**config.mk**
```make
export PLATFORM = sky130hd
export DESIGN_NAME = bl_row_assembler
export DESIGN_NICKNAME = d
export VERILOG_FILES = /design/src/rtl/bl_row_assembler.sv
export SDC_FILE = /design/constraint.sdc
export NUM_CORES = 1
export LEC_CHECK = 0
export BUFFER_PORTS_ARGS = -buffer_cell sky130_fd_sc_hd__buf_2
export CAP_MARGIN = 20
export CORE_MARGIN = 10
export CORE_UTILIZATION = 40
export DETAILED_ROUTE_END_ITERATION = 16
export HOLD_SLACK_MARGIN = 0.08
export SLEW_MARGIN = 20
export SYNTH_ARGS = -nofsm -noshare
export SYNTH_HDL_FRONTEND = slang
export SYNTH_SLANG_ARGS = --single-unit
```
**constraint.sdc**
```tcl
create_clock -name CLK -period 4.3 [get_ports CLK]
set_input_delay 0.645 -clock CLK [delete_from_list [all_inputs] [get_ports CLK]]
set_output_delay 0.645 -clock CLK [all_outputs]
set_load 0.1 [all_outputs]
```
**src/rtl/bl_row_assembler.sv**
```systemverilog
// bl_row_assembler
//   Collects DATA_W-wide weight beats into ROW_W-wide bitline rows for the
//   PIM macro. Finished rows go into a two-bank ping-pong store, so one row
//   can fill while the other waits for the macro.
//
// Ports
//   CLK          clock, rising edge
//   RSTN         asynchronous active-low reset
//   i_start      drop the partial row, clear the fill bank, restart at beat 0
//   i_lsb_first  beat order; sampled on beat 0 and held for the whole row
//   i_valid      beat valid          / o_ready      beat can be accepted
//   i_data       beat data
//   o_row_valid  row presented       / i_row_ready  macro consumes the row
//   o_row_data   presented row, driven directly from bank flops
//   o_beat_cnt   beats already written into the partial row
//   o_level      completed rows stored (0..2)
module bl_row_assembler #(
    parameter int DATA_W = 16,
    parameter int ROW_W  = 256
) (
    input  logic                             CLK,
    input  logic                             RSTN,
    input  logic                             i_start,
    input  logic                             i_lsb_first,
    input  logic                             i_valid,
    output logic                             o_ready,
    input  logic [DATA_W-1:0]                i_data,
    output logic                             o_row_valid,
    input  logic                             i_row_ready,
    output logic [ROW_W-1:0]                 o_row_data,
    output logic [$clog2(ROW_W/DATA_W)-1:0]  o_beat_cnt,
    output logic [1:0]                       o_level
);

    localparam int BEATS = ROW_W / DATA_W;
    localparam int CNT_W = $clog2(BEATS);

    logic [ROW_W-1:0] r_bank [2];
    logic             r_wr_ptr;
    logic             r_rd_ptr;
    logic [CNT_W-1:0] r_cnt;
    logic             r_order;
    logic [1:0]       r_level;

    logic             w_accept;
    logic             w_pop;
    logic             w_start;
    logic             w_complete;
    logic [CNT_W-1:0] w_slot;
    logic             w_order;
    logic [CNT_W-1:0] w_pos;
    logic [ROW_W-1:0] w_bank_nxt [2];

    assign o_ready     = (r_level != 2'd2);
    assign o_row_valid = (r_level != 2'd0);
    assign o_row_data  = r_bank[r_rd_ptr];
    assign o_beat_cnt  = r_cnt;
    assign o_level     = r_level;

    assign w_accept   = i_valid & o_ready;
    assign w_pop      = o_row_valid & i_row_ready;
    // When both banks are full the fill bank is the presented bank, so a
    // restart there would destroy a completed row.
    assign w_start    = i_start & (r_level != 2'd2);
    assign w_slot     = w_start ? '0 : r_cnt;
    assign w_complete = w_accept & (w_slot == CNT_W'(BEATS - 1));
    assign w_order    = (w_slot == '0) ? i_lsb_first : r_order;
    // BEATS is a power of two, so BEATS-1-slot is the bitwise inverse.
    assign w_pos      = w_order ? w_slot : ~w_slot;

    // The fill bank and the popped bank never coincide: they are equal only
    // at level 0 (nothing to pop) or level 2 (nothing accepted, start blocked).
    always_comb begin
        for (int b = 0; b < 2; b++) begin
            w_bank_nxt[b] = r_bank[b];
            if (r_wr_ptr == 1'(b)) begin
                if (w_start) begin
                    w_bank_nxt[b] = '0;
                end
                if (w_accept) begin
                    for (int k = 0; k < BEATS; k++) begin
                        if (w_pos == CNT_W'(k)) begin
                            w_bank_nxt[b][k*DATA_W +: DATA_W] = i_data;
                        end
                    end
                end
            end
            if (w_pop && (r_rd_ptr == 1'(b))) begin
                w_bank_nxt[b] = '0;
            end
        end
    end

    always_ff @(posedge CLK or negedge RSTN) begin
        if (!RSTN) begin
            r_bank[0] <= '0;
            r_bank[1] <= '0;
            r_wr_ptr  <= 1'b0;
            r_rd_ptr  <= 1'b0;
            r_cnt     <= '0;
            r_order   <= 1'b0;
            r_level   <= 2'd0;
        end else begin
            r_bank[0] <= w_bank_nxt[0];
            r_bank[1] <= w_bank_nxt[1];

            if (w_accept && (w_slot == '0)) begin
                r_order <= i_lsb_first;
            end

            if (w_complete) begin
                r_cnt <= '0;
            end else if (w_accept) begin
                r_cnt <= w_slot + CNT_W'(1);
            end else if (w_start) begin
                r_cnt <= '0;
            end

            if (w_complete) begin
                r_wr_ptr <= ~r_wr_ptr;
            end
            if (w_pop) begin
                r_rd_ptr <= ~r_rd_ptr;
            end

            case ({w_complete, w_pop})
                2'b10:   r_level <= r_level + 2'd1;
                2'b01:   r_level <= r_level - 2'd1;
                default: r_level <= r_level;
            endcase
        end
    end

endmodule
```
After elaboration in Yosys (flattened, before gate mapping):

Index checks and enable logic that the tools add are counted.
W data, S select, Z words.

* bits in registers: 521
* input port bits: 22
* output and inout port bits: 264
* word-level logic and storage cells: 96

* add/subtract/negate cells: 3
* $lt $le $gt $ge: 1
* equality and inequality tests: 20
* multiplexer cells: 49
* bitwise logic cells: 8
* reduce and logical (&&, ||, !) cells: 8

Operator list (number)
* $mux W256: 11
* $mux W16: 32
* $eq A4 B4 Y1 const B: 9
* $eq A4 B3 Y1 const B: 4
* $mux W4: 4
* $eq A4 B2 Y1 const B: 2
* $logic_not A4 Y1: 2
* $reduce_bool A2 Y1: 3
* $add A4 B1 Y4 const B: 1
* $and A1 B1 Y1: 4
* $eq A4 B1 Y1 const B: 1
* $not A4 Y4: 1
* $pmux W2 S2: 1
* $logic_and A1 B1 Y1: 3
* $add A2 B1 Y2 const B: 1
* $eq A2 B1 Y1 const B: 1
* $eq A2 B2 Y1 const B: 1
* $ge A2 B2 Y1 const B: 1
* $ne A2 B1 Y1 const B: 1
* $ne A2 B2 Y1 const B: 1
* $not A1 Y1: 2
* $not A1 Y2: 1
* $sub A2 B1 Y2 const B: 1
* $mux W1: 1

Depth between registers and ports, before layout:

Gate-level depths: netlist of the first run.

* word-level depth: 11
* mapped depth: 12
* mapped depth without buffers: 12

Worst setup path before layout of the first run:

OpenSTA, ideal clock, no wires.

* path kind: register to register
* start: register r_level[1] (netlist: o_level[1])
* end: register r_bank[207] in the netlist's numbering
* library setup time: 121 ps
* arrival time: 4005 ps
* required time: 4179 ps
* slack: 174 ps
* stages on the path, launching flop included: 13
* buffers on the path: 1
* clock period less this slack: 4126 ps
* cell sequence: dfrtp_1 > nor2b_4 > inv_2 > nand2_1 > nand2_1 > ha_1 > nor3b_2 > a31oi_4 > mux2i_4 > mux2i_4 > a21oi_4 > buf_6 > a22o_1

* word-level cells in the longest chain between the ends: 11
* elaborated cells on any way between the ends: 18
* classes of those cells: 2 x eq/ne; 8 x mux; 4 x bitwise; 4 x reduce/logical

Ends and longest elaborated chain
* start, declared: RTL line 43 `logic [1:0] r_level;`
* start signal, assigned: RTL line 127 `2'b10: r_level <= r_level + 2'd1;`
* start signal, assigned: RTL line 128 `2'b01: r_level <= r_level - 2'd1;`
* start signal, assigned: RTL line 129 `default: r_level <= r_level;`
* $ne A2 B2 Y1 (*): RTL line 54 `assign o_ready = (r_level != 2'd2);`
* via o_ready: RTL line 26 `output logic o_ready,`
* $and A1 B1 Y1: RTL line 64 `assign w_start = i_start & (r_level != 2'd2);`
* $mux W4
* $logic_not A4 Y1: RTL line 67 `assign w_order = (w_slot == '0) ? i_lsb_first : r_order;`
* $mux W1: RTL line 67
* $mux W4: RTL line 69 `assign w_pos = w_order ? w_slot : ~w_slot;`
* $eq A4 B4 Y1: RTL line 82 `if (w_pos == CNT_W'(k)) begin`
* $mux W16: RTL line 82
* $mux W256 (*): RTL line 80 `if (w_accept) begin`
* $mux W256 (*): RTL line 76 `if (r_wr_ptr == 1'(b)) begin`
* $mux W256 (*): RTL line 88 `if (w_pop && (r_rd_ptr == 1'(b))) begin`
* end, declared: RTL line 38 `logic [ROW_W-1:0] r_bank [2];`

Mark *: on every way through the listed nets, which the timed path passes. The rest lies on a longest branch. The select of a mux whose other input is x is not followed.
A chain may end at the register's enable or synchronous reset.

Worst setup path in the final report of the first run:

* start: register r_level[0] (netlist: o_level[0])
* end: register r_bank[182] in the netlist's numbering

* word-level cells in the longest chain between the ends: 11
* elaborated cells on any way between the ends: 18
* classes of those cells: 2 x eq/ne; 8 x mux; 4 x bitwise; 4 x reduce/logical

Ends and longest elaborated chain (RTL line)
* $ne A2 B2 Y1: 54, 64
* $and A1 B1 Y1: 64
* $mux W4
* $logic_not A4 Y1: 67
* $mux W1: 67
* $mux W4: 69
* $eq A4 B4 Y1: 82
* $mux W16: 82
* $mux W256: 80
* $mux W256: 76
* $mux W256: 88

Several ways; a longest one is shown, not always the timed one. The select of a mux whose other input is x is not followed.

==> results of run 1 <==
==> worst reg2reg max path, cell delays in order (launching register included) <==
cell	delay (ns)
dfrtp_1	0.47
nor2b_4	0.18
inv_2	0.11
nand2_1	0.18
nand2_1	0.12
ha_1	0.31
nor3b_2	0.20
a31oi_4	0.23
mux2i_4	0.35
mux2i_4	0.68
buf_4	0.27
a21oi_2	0.21
a22o_1	0.32
==> cells in the mapped netlist (2+ instances only) <==
master / count
buf_2: 32
mux2i_4: 3
o211ai_1: 4
xnor2_1: 5
a22o_1: 512
inv_1: 6
buf_1: 8
o21ai_0: 3
mux2_2: 257
and2_1: 2
nand2_1: 47
a21oi_2: 7
buf_6: 21
dfrtp_1: 521
ha_1: 3
a21oi_1: 26
xor2_1: 2
o21ai_1: 3
a21oi_4: 8
a22oi_1: 2
nor3b_1: 9
nor2_1: 146
clkbuf_1: 77
==> area by class of cell <==
cell class	instances	area, µm²
clock buffer	82	1670
sequential	521	13000
antenna	3	7.51
clock inverter	18	190
fill	4969	29500
timing repair buffer	342	1950
inverter	7	26.3
multi-input combinational	1052	8910
tap	756	946
==> power by group <==
| group | switching (µW) | total [µW] | internal, µW |
|---|---|---|---|
| Clock | 2000 | 4870 | 2860 |
| Sequential | 229 | 5410 | 5180 |
| Combinational | 4440 | 5760 | 1320 |
==> state kept, by name, summed over array words and instances, names as in the netlist <==
register,count
r_bank,512
o_beat_cnt,4
o_level,2
r_order,1
r_rd_ptr,1
r_wr_ptr,1
==> logic make-up after synthesis <==
logic type / Yosys count
compound gates: 570
fa+ha+maj: 3
buf+inv: 147
xor+xnor: 7
mux: 261
simple gates: 211
flops: 521
==> how the worst max path moves through the flow <==
| stage | to | cells past startpoint |
|---|---|---|
| floorplan | r_bank[207] | 12 |
| global placement | r_bank[187] | 11 |
| detailed placement | r_bank[126] | 10 |
| CTS | r_bank[182] | 12 |
| global route | r_bank[190] | 12 |
| finish | r_bank[182] | 12 |
==> per-stage QoR <==
| stage | hold WS, ns | setup slack (ns) | cell area, µm² | util [%] |
|---|---|---|---|---|
| global route | 0.166 | 0.400 | 26700 | 47.5 |
| floorplan | 0.349 | 0.174 | 22700 | - |
| detailed placement | 0.476 | 0.479 | 24900 | 44.2 |
| CTS | 0.130 | 0.571 | 26700 | 47.5 |
| finish | 0.105 | 0.547 | 26700 | 47.5 |
| global placement | 0.476 | 0.581 | 24900 | 44.2 |
==> layer usage <==
metal  track usage (%)  share of wire, %  up-vias
met5                 0             0.068        -
met4              7.69               2.8        8
met3              5.71               8.7      123
met2              35.3                45      774
met1              32.2                43     8888
li1                  -                 -     7031
==> parameters.txt, run 1 <==
Parameter                              Value

Power
  Power density normalized to cell area    600 nW/µm²
  Leakage    0.0136 µW
  IR drop worst, VDD    0.000756 V
  Post-route total power    16000 µW

Logic synthesis
  Yosys reg bits    521
  Area share of and/or/nand/nor cells after synthesis    3.81%
  Synth Area in Compound Gates    21.8%
  Synthesized area per cell    13.2 µm²
  EDFF count, synth    0
  Area leader, netlist    dfrtp_1
  Synth top area share    57.5%
  Synthesized net count    1745
  Top flip-flop cell by instance count after synthesis    dfrtp_1
  Async S/R FF share, synth    100%
  Dominant combinational cell family by area after synthesis    compound AO/OA/AOI/OAI gates
  Cells taking the most area after synthesis    dfrtp_1 (58%), a22o_1 (20%), mux2_2 (13%), nor2_1 (2.4%), clkbuf_1 (1.3%)
  Mapped Area    22700 µm²
  Post-synthesis xor/xnor area fraction    0.270%
  Yosys cell types    39
  Yosys synthesis warning count    0
  Sequential share of the synthesized area    57.5%
  Synthesized netlist cell count    1720
  Portion of netlist area occupied by mux cells    13.1%
  Area share of fa/ha/maj cells after synthesis    0.166%

Floorplanning
  Die height    258 µm
  Starting Density    40.3%
  Horizontal extent of the die    258 µm
  # IOs    286
  Core Footprint    56300 µm²
  Row count    87
  Die Outline Area    66600 µm²

Route
  Via count    16824
  Residual antenna-violating net count after detailed routing    0
  Mean number of vias per cell    6.05
  Total Wirelength    79900 µm
  Final routed DRC violation total    0
  Total iterations of the first detailed-routing run    5
  WL per Instance    28.7 µm
  Number of DRC violations after detailed-routing iteration 0    1500

Min path
  Hold/Removal Path Class    in2async

Timing
  Fraction of the cycle the final worst path needs    87.3%
  Final-report setup violation count    0
  Hold violation count in the final report    0
  Maximum clock frequency    0.266 GHz
  Shortest period the worst path allows    3.75 ns
  Setup total negative slack    0 ns
  RSZ-0062 raised after global routing    no
  Count of pins over their slew limit    0
  Worst clock skew    0.0236 ns
  Slew headroom    33.7%
  Actual transition at the worst max-transition pin    0.994 ns

Global route
  Vias in the first global route    16962
  Tot GR Track Use    23.3%
  Number of antenna violations at the first check in global routing    2
  Overflow after GRT    0
  Global-route wire length before repair    117000 µm
  Largest net degree at the start of global routing    130

Cells and area
  Number of standard cells in the final layout excluding fillers    2781
  Most frequent cells in the layout    dfrtp_1 (520), a22o_1 (512), buf_2 (284)
  Most common library cell in the layout ignoring fill and taps    dfrtp_1
  Area delta synth->final    18.0%
  Number of nets at the end of the flow    2005
  Proportion of layout cells with a drive suffix above 1    35.7%

Critical path
  Worst setup path startpoint    o_level[0]
  Data arrival time of the critical path    4.24 ns
  Cell family contributing the most delay on the critical path    multiplexers
  Largest fanout on the critical path    16
  End of the worst register-to-register path    r_bank[182]
  Crit path largest cell delay    0.68 ns
  Critical register-to-register path startpoint    o_level[0]
  WS Path Type    reg2reg
  Slowest stage cell, crit path    mux2i_4
  Register-to-Register Path Depth    12
  Critical Path End Type    register
  Startpoint kind of the worst setup timing path    register
  Sum of buffers and inverters on the critical path    2
  CP required    4.78 ns
  Cells along the critical path    nor2b_4 > inv_2 > nand2_1 > nand2_1 > ha_1 > nor3b_2 > a31oi_4 > mux2i_4 > mux2i_4 > buf_4 > a21oi_2 > a22o_1
  Minimum setup slack among reg-to-reg paths    0.55 ns

Place
  Routability Congestion    0.833
  Number of cells after detailed placement    2678
  # port buffers    285
  HPWL after DPL    52600 µm

Clock tree
  TritonCTS buffer count    56
  H-Tree Level Count    2
  Root buffer cell    clkbuf_16
  Clock tree from TritonCTS    built
  Clock slew seen by the registers of the worst setup and hold paths    0.06 ns
  Clock sinks    521
  Number of gates given a new drive strength after cts    0
  # Post-CTS Setup Buffers    0
  Clock latency on the worst-skew pair    0.61 ns
  Hold Buf Count CTS    0
  Maximum count of clock buffers along a single path    3

Status
  Status    completed

Job
  Number of max-cap violations    0
Power figures use the tool's default switching activity.
==> run 2: changes to the inputs <==
==> constraint.sdc (replaced) <==
create_clock -name CLK -period 3.7 [get_ports CLK]
set_input_delay 0.555 -clock CLK [delete_from_list [all_inputs] [get_ports CLK]]
set_output_delay 0.555 -clock CLK [all_outputs]
set_load 0.1 [all_outputs]
==> parameters.txt, run 2 (same netlist as run 1, synthesis figures left out) <==
Parameter                              Value

Critical path
  Largest fanout on the critical path    27 (+11)
  Cell family contributing the most delay on the critical path    compound AO/OA/AOI/OAI gates
  Critical Path End Type    register
  Worst setup path startpoint    o_level[1]
  Data arrival time of the critical path    4.04 ns (-0.20 ns)
  WS Path Type    reg2reg
  Crit path largest cell delay    0.75 ns (+0.07 ns)
  Path length in cells of the critical path    12 (unchanged)
  Slowest stage cell, crit path    a21oi_2
  Termination of the worst setup path    r_bank[510]
  Startpoint kind of the worst setup timing path    register
  Critical register-to-register path startpoint    o_level[1]
  Minimum setup slack among reg-to-reg paths    0.20 ns (-0.35 ns)
  Cells along the critical path    nor2b_4 > inv_4 > nand2_1 > nand2_1 > ha_1 > nor3b_2 > a31oi_4 > mux2i_4 > mux2i_4 > buf_12 > a21oi_2 > a22o_1
  Sum of buffers and inverters on the critical path    2 (unchanged)
  End of the worst register-to-register path    r_bank[510]
  Register-to-Register Path Depth    12 (unchanged)
  CP required    4.24 ns (-0.54 ns)

Route
  Total iterations of the first detailed-routing run    5 (unchanged)
  Total Wirelength    80000 µm (about the same)
  WL per Instance    28.7 µm (about the same)
  Final routed DRC violation total    0 (unchanged)
  Number of DRC violations after detailed-routing iteration 0    1574 (+4.9%)
  Residual antenna-violating net count after detailed routing    0 (unchanged)
  Via count    16679 (-0.86%)
  Mean number of vias per cell    5.99 (-0.97%)

Cells and area
  Proportion of layout cells with a drive suffix above 1    35.7% (+0.042 points)
  Max reg flops    512 (unchanged)
  Reg with most FFs    r_bank
  Number of nets at the end of the flow    2014 (+0.45%)
  Area delta synth->final    17.8%
  Most common library cell in the layout ignoring fill and taps    dfrtp_1
  Antenna diodes    0 (-3)
  Most frequent cells in the layout    dfrtp_1 (518), a22o_1 (512), buf_2 (284)
  Count of filler cells inserted in the layout    5057 (+1.8%)

Place
  HPWL after DPL    53100 µm (+0.98%)
  # port buffers    285 (unchanged)
  Pre-CTS WS    0.215 ns (-0.264 ns)
  Routability Congestion    0.801 (-3.9%)

Timing
  Shortest period the worst path allows    3.50 ns (-0.251 ns)
  Hold violation count in the final report    0 (unchanged)
  Slew headroom    37.9% (+4.2 points)
  Maximum clock frequency    0.286 GHz (+7.2%)
  Final setup margin    0.198 ns (-0.349 ns)
  Setup total negative slack    0 ns (unchanged)
  RSZ-0062 raised after global routing    no
  Actual transition at the worst max-transition pin    0.931 ns (-0.0636 ns)
  Final-report setup violation count    0 (unchanged)
  Worst clock skew    0.0189 ns (-0.00474 ns)
  Fraction of the cycle the final worst path needs    94.6% (+7.4 points)
  Count of pins over their slew limit    0 (unchanged)

Floorplanning
  Die Outline Area    66600 µm² (unchanged)
  Horizontal extent of the die    258 µm (unchanged)
  Row count    87 (unchanged)
  Starting Density    40.3% (unchanged)
  Die height    258 µm (unchanged)
  # IOs    286 (unchanged)
  Core Footprint    56300 µm² (unchanged)

Clock tree
  TritonCTS buffer count    55 (-1.8%)
  H-Tree Level Count    2 (unchanged)
  Clock tree from TritonCTS    built
  Number of gates given a new drive strength after cts    0 (unchanged)
  Maximum count of clock buffers along a single path    3 (unchanged)
  Root buffer cell    clkbuf_16
  Clock slew seen by the registers of the worst setup and hold paths    0.06 ns (about the same)
  Clock sinks    521 (unchanged)
  Clock latency on the worst-skew pair    0.62 ns (about the same)

Global route
  Number of antenna violations at the first check in global routing    4 (+2)
  Tot GR Track Use    23.3% (+0.077 points)
  Vias in the first global route    17208 (+1.5%)
  Largest net degree at the start of global routing    128 (-1.5%)
  Overflow after GRT    0 (unchanged)
  Global-route wire length before repair    118000 µm (+0.73%)

Min path
  Hold/Removal Path Class    in2reg

Power
  Internal Pwr Total    10700 µW (+14%)
  IR drop worst, VDD    0.000737 V (-2.5%)
  Proportion of power drawn by combinational gates    36.7% (+0.8 points)
  Net Switching    7750 µW (+16%)
  Leakage    0.0136 µW (-0.16%)
  Power density normalized to cell area    689 nW/µm² (+15%)
  Clock share of power    29.1% (-1.2 points)
  Sequential power share    34.2% (+0.5 points)
  Switching power share of the total    42.1% (+0.51 points)

Job
  Number of max-cap violations    0 (unchanged)

Status
  Status    completed
## run 2: layout make-up
type / count / area [µm²] / share of cell area, %
clock buffers: 81 / 1600 / 5.97
inverters: 7 / 28.8 / 0.108
well taps: 756 / 946 / 3.54
repair buffers: 352 / 2070 / 7.74
multi-input cells: 1052 / 8910 / 33.4
clock inverters: 15 / 120 / 0.450
flip-flops and latches: 521 / 13000 / 48.8
## run 2: worst register-to-register path: stages, from the launching register on
cell and delay [ns]:
dfrtp_4 0.50, nor2b_4 0.15, inv_4 0.11, nand2_1 0.15
nand2_1 0.17, ha_1 0.29, nor3b_2 0.31, a31oi_4 0.09
mux2i_4 0.24, mux2i_4 0.23, buf_12 0.19, a21oi_2 0.75
a22o_1 0.27
## run 2: how the worst min path moves through the flow
stage                     start       endpoint  slack (ns)  depth (start not counted)
floorplan                  RSTN  o_beat_cnt[0]        0.26                          0
global placement     r_bank[18]     r_bank[18]        0.48                          1
detailed placement   r_bank[44]     r_bank[44]        0.48                          1
CTS                     i_start  o_beat_cnt[3]        0.30                          3
global route        i_lsb_first        r_order        0.33                          2
finish              i_lsb_first        r_order        0.34                          2
## run 2: per-stage QoR
stage	cell area [µm²]	utilization [%]	power [µW]	hold WS [ns]	cells
6_report	26700	47.5	18400	0.342	2784
5_1_grt	26700	47.5	19000	0.333	2784
4_1_cts	26700	47.5	18500	0.302	2784
3_5_place_dp	25000	44.4	13100	0.476	2687
3_3_place_gp	25000	44.4	13000	0.477	2687
2_1_floorplan	22700	-	11100	0.259	1720
## run 2: power by group through the flow
| stage | Combinational (µW) | Clock [µW] | Sequential (µW) |
|---|---|---|---|
| finish | 6750 | 5360 | 6300 |
| global route | 7020 | 5650 | 6340 |
| CTS | 6750 | 5430 | 6290 |
| detailed placement | 6740 | 0 | 6380 |
| global placement | 6670 | 0 | 6370 |
| floorplan | 4710 | 0 | 6430 |
## run 2: metal layers
layer | GRT usage [%] | share of wire, % | vias to the layer above
li1 | - | - | 7031
met1 | 32.3 | 44 | 8810
met2 | 35.9 | 46 | 709
met3 | 5.50 | 7.9 | 121
met4 | 7.04 | 2.6 | 8
met5 | 0 | 0.068 | -
## run 2: repair_timing
action	in CTS	in global routing
endpoints found under the hold margin	71	0
setup buffers	0	0
hold buffers	1	0
==> run 3: changes to the inputs <==
--- a/config.mk
+++ b/config.mk
@@ -10,7 +10,8 @@
 export CORE_MARGIN = 10
 export CORE_UTILIZATION = 40
 export DETAILED_ROUTE_END_ITERATION = 16
-export HOLD_SLACK_MARGIN = 0.08
+export HOLD_SLACK_MARGIN = 0.15
+export REMOVE_ABC_BUFFERS = 1
 export SLEW_MARGIN = 20
 export SYNTH_ARGS = -nofsm -noshare
 export SYNTH_HDL_FRONTEND = slang
==> constraint.sdc (replaced) <==
create_clock -name CLK -period 3.7 [get_ports CLK]
set_input_delay 0.185 -clock CLK [delete_from_list [all_inputs] [get_ports CLK]]
set_output_delay 0.185 -clock CLK [all_outputs]
set_load 0.1 [all_outputs]
==> parameters.txt, run 3 (same netlist as run 1, synthesis figures left out) <==
Parameter                              Value

Clock tree
  H-Tree Level Count    2 (unchanged)
  Maximum count of clock buffers along a single path    3 (unchanged)
  TritonCTS buffer count    54 (-1.8%)
  Root buffer cell    clkbuf_16
  Clock latency on the worst-skew pair    0.60 ns (-0.02 ns)
  Clock sinks    521 (unchanged)
  Clock slew seen by the registers of the worst setup and hold paths    0.06 ns (about the same)
  Clock tree from TritonCTS    built

Global route
  Tot GR Track Use    22.9% (-0.41 points)
  Vias in the first global route    17254 (+0.27%)
  Largest net degree at the start of global routing    130 (+1.6%)
  Global-route wire length before repair    116000 µm (-1.6%)
  Overflow after GRT    0 (unchanged)
  Number of antenna violations at the first check in global routing    2 (-2)

Power
  Post-route total power    18900 µW (+2.7%)
  Internal Pwr Total    11100 µW (+4.3%)
  Net Switching    7780 µW (+0.39%)
  Clock share of power    30.4% (+1.3 points)
  Switching power share of the total    41.2% (-0.93 points)
  Leakage    0.0138 µW (+1.2%)
  Proportion of power drawn by combinational gates    36.4% (-0.3 points)
  Sequential power share    33.2% (-1.0 points)
  Power density normalized to cell area    699 nW/µm² (+1.4%)
  IR drop worst, VDD    0.000781 V (+5.9%)

Timing
  Slew headroom    23.7% (-14 points)
  Hold violation count in the final report    0 (unchanged)
  RSZ-0062 raised after global routing    no
  Actual transition at the worst max-transition pin    1.15 ns (+0.214 ns)
  Final-report setup violation count    0 (unchanged)
  Fraction of the cycle the final worst path needs    93.9% (-0.70 points)
  Shortest period the worst path allows    3.48 ns (-0.0260 ns)
  Worst clock skew    0.0123 ns (-0.00659 ns)
  Count of pins over their slew limit    0 (unchanged)
  Maximum clock frequency    0.288 GHz (+0.75%)
  Tightest hold margin    0.279 ns (-0.0631 ns)

Critical path
  Largest fanout on the critical path    16 (-41%)
  CP required    4.24 ns (about the same)
  WS Path Type    reg2reg
  Data arrival time of the critical path    4.02 ns (-0.02 ns)
  Critical Path End Type    register
  Startpoint kind of the worst setup timing path    register
  Register-to-Register Path Depth    11 (-1)

Route
  Mean number of vias per cell    5.98 (-0.12%)
  WL per Instance    28.1 µm (-2.1%)
  Residual antenna-violating net count after detailed routing    0 (unchanged)
  Final routed DRC violation total    0 (unchanged)
  Total iterations of the first detailed-routing run    5 (unchanged)
  Total Wirelength    78900 µm (-1.3%)
  Number of DRC violations after detailed-routing iteration 0    1565 (-0.57%)
  Via count    16808 (+0.77%)

Floorplanning
  Starting Density    40.3% (unchanged)
  # IOs    286 (unchanged)
  Die height    258 µm (unchanged)
  Die Outline Area    66600 µm² (unchanged)
  Core Footprint    56300 µm² (unchanged)
  Row count    87 (unchanged)
  Horizontal extent of the die    258 µm (unchanged)

Cells and area
  Most common library cell in the layout ignoring fill and taps    dfrtp_1
  Max reg flops    512 (unchanged)
  Reg with most FFs    r_bank
  Design area    27000 µm² (+1.2%)
  Number of standard cells in the final layout excluding fillers    2809 (+0.90%)
  Proportion of layout cells with a drive suffix above 1    36.3% (+0.59 points)
  Count of filler cells inserted in the layout    5038 (-0.38%)
  Area delta synth->final    19.2%
  Antenna diodes    0 (unchanged)
  Number of nets at the end of the flow    2034 (+0.99%)
  Most frequent cells in the layout    dfrtp_1 (520), a22o_1 (512), buf_2 (284)

Place
  # port buffers    285 (unchanged)
  Routability Congestion    0.844 (+5.4%)
  Placed Area    25100 µm² (+0.50%)
  HPWL after DPL    51400 µm (-3.1%)
  Number of cells after detailed placement    2704 (+0.63%)

Min path
  Hold/Removal Path Class    in2async

Job
  Number of max-cap violations    0 (unchanged)

Status
  Status    completed
==> run 3: changes by cell type in the layout (fill, tap and decap cells not counted), moves of 2 or more <==
cell           change
bufinv_16          +5
dlygate4sd3_1      +4
clkbuf_1           -2
buf_4             +16
dfrtp_1            +2
clkinvlp_4         +3
==> run 3: final cells by class <==
| type | count | area [µm²] | area share (%) |
|---|---|---|---|
| flip-flops and latches | 521 | 13000 | 48.2 |
| multi-input cells | 1052 | 8910 | 33.0 |
| repair buffers | 373 | 2240 | 8.28 |
| clock buffers | 79 | 1600 | 5.91 |
| well taps | 756 | 946 | 3.50 |
| clock inverters | 21 | 274 | 1.01 |
| inverters | 7 | 26.3 | 0.0972 |
==> run 3: power by group through the flow <==
stage | Combinational, µW | Clock [µW] | Sequential [µW]
2_1_floorplan | 3700 | 0 | 6690
3_3_place_gp | 6780 | 0 | 6350
3_5_place_dp | 6850 | 0 | 6360
4_1_cts | 6860 | 5820 | 6270
5_1_grt | 7140 | 6050 | 6310
6_report | 6880 | 5740 | 6280
==> run 3: per-layer routing <==
layer  track usage (%)  part of all wire, %  vias to the layer above
met5                 0                0.013                        -
li1                  -                    -                     7080
met1              29.9                   42                     8863
met4              8.79                  3.7                        2
met3              6.12                  8.4                      130
met2              36.0                   46                      733
==> run 3: final timing paths <==
check                      slack, ns   startpoint     endpoint
max reg2reg                     0.22   o_level[0]  r_bank[123]
min in group CLK                0.40    i_data[0]  r_bank[240]
min                             0.28         RSTN  r_bank[300]
min reg2reg                     0.49  r_bank[152]  r_bank[152]
max                             0.22   o_level[0]  r_bank[123]
max in group asynchronous       2.43         RSTN   r_bank[52]
==> run 3: timing repair <==
item	CTS	global route
hold buffers	5	0
hold endpoints to repair	103	0
buffers inserted	0	0
resized for setup	0	0
==> run 3: critical path, cell delays in order (launching register included) <==
cell and delay [ns]:
dfrtp_1 0.47, nor2b_4 0.18, inv_2 0.05, nand2_1 0.17
nand2_1 0.13, ha_1 0.25, nor3b_2 0.18, a31oi_4 0.23
mux2i_4 0.36, mux2i_4 0.17, a21oi_2 0.94, a22o_1 0.29
==> run 3: per-stage QoR <==
| stage | TNS, ns | setup WS (ns) | util [%] |
|---|---|---|---|
| 2_1_floorplan | -3019.78 | -4.63 | - |
| 3_3_place_gp | 0 | 0.376 | 44.6 |
| 3_5_place_dp | 0 | 0.278 | 44.6 |
| 4_1_cts | 0 | 0.266 | 48.0 |
| 5_1_grt | 0 | 0.0946 | 48.0 |
| 6_report | 0 | 0.224 | 48.0 |
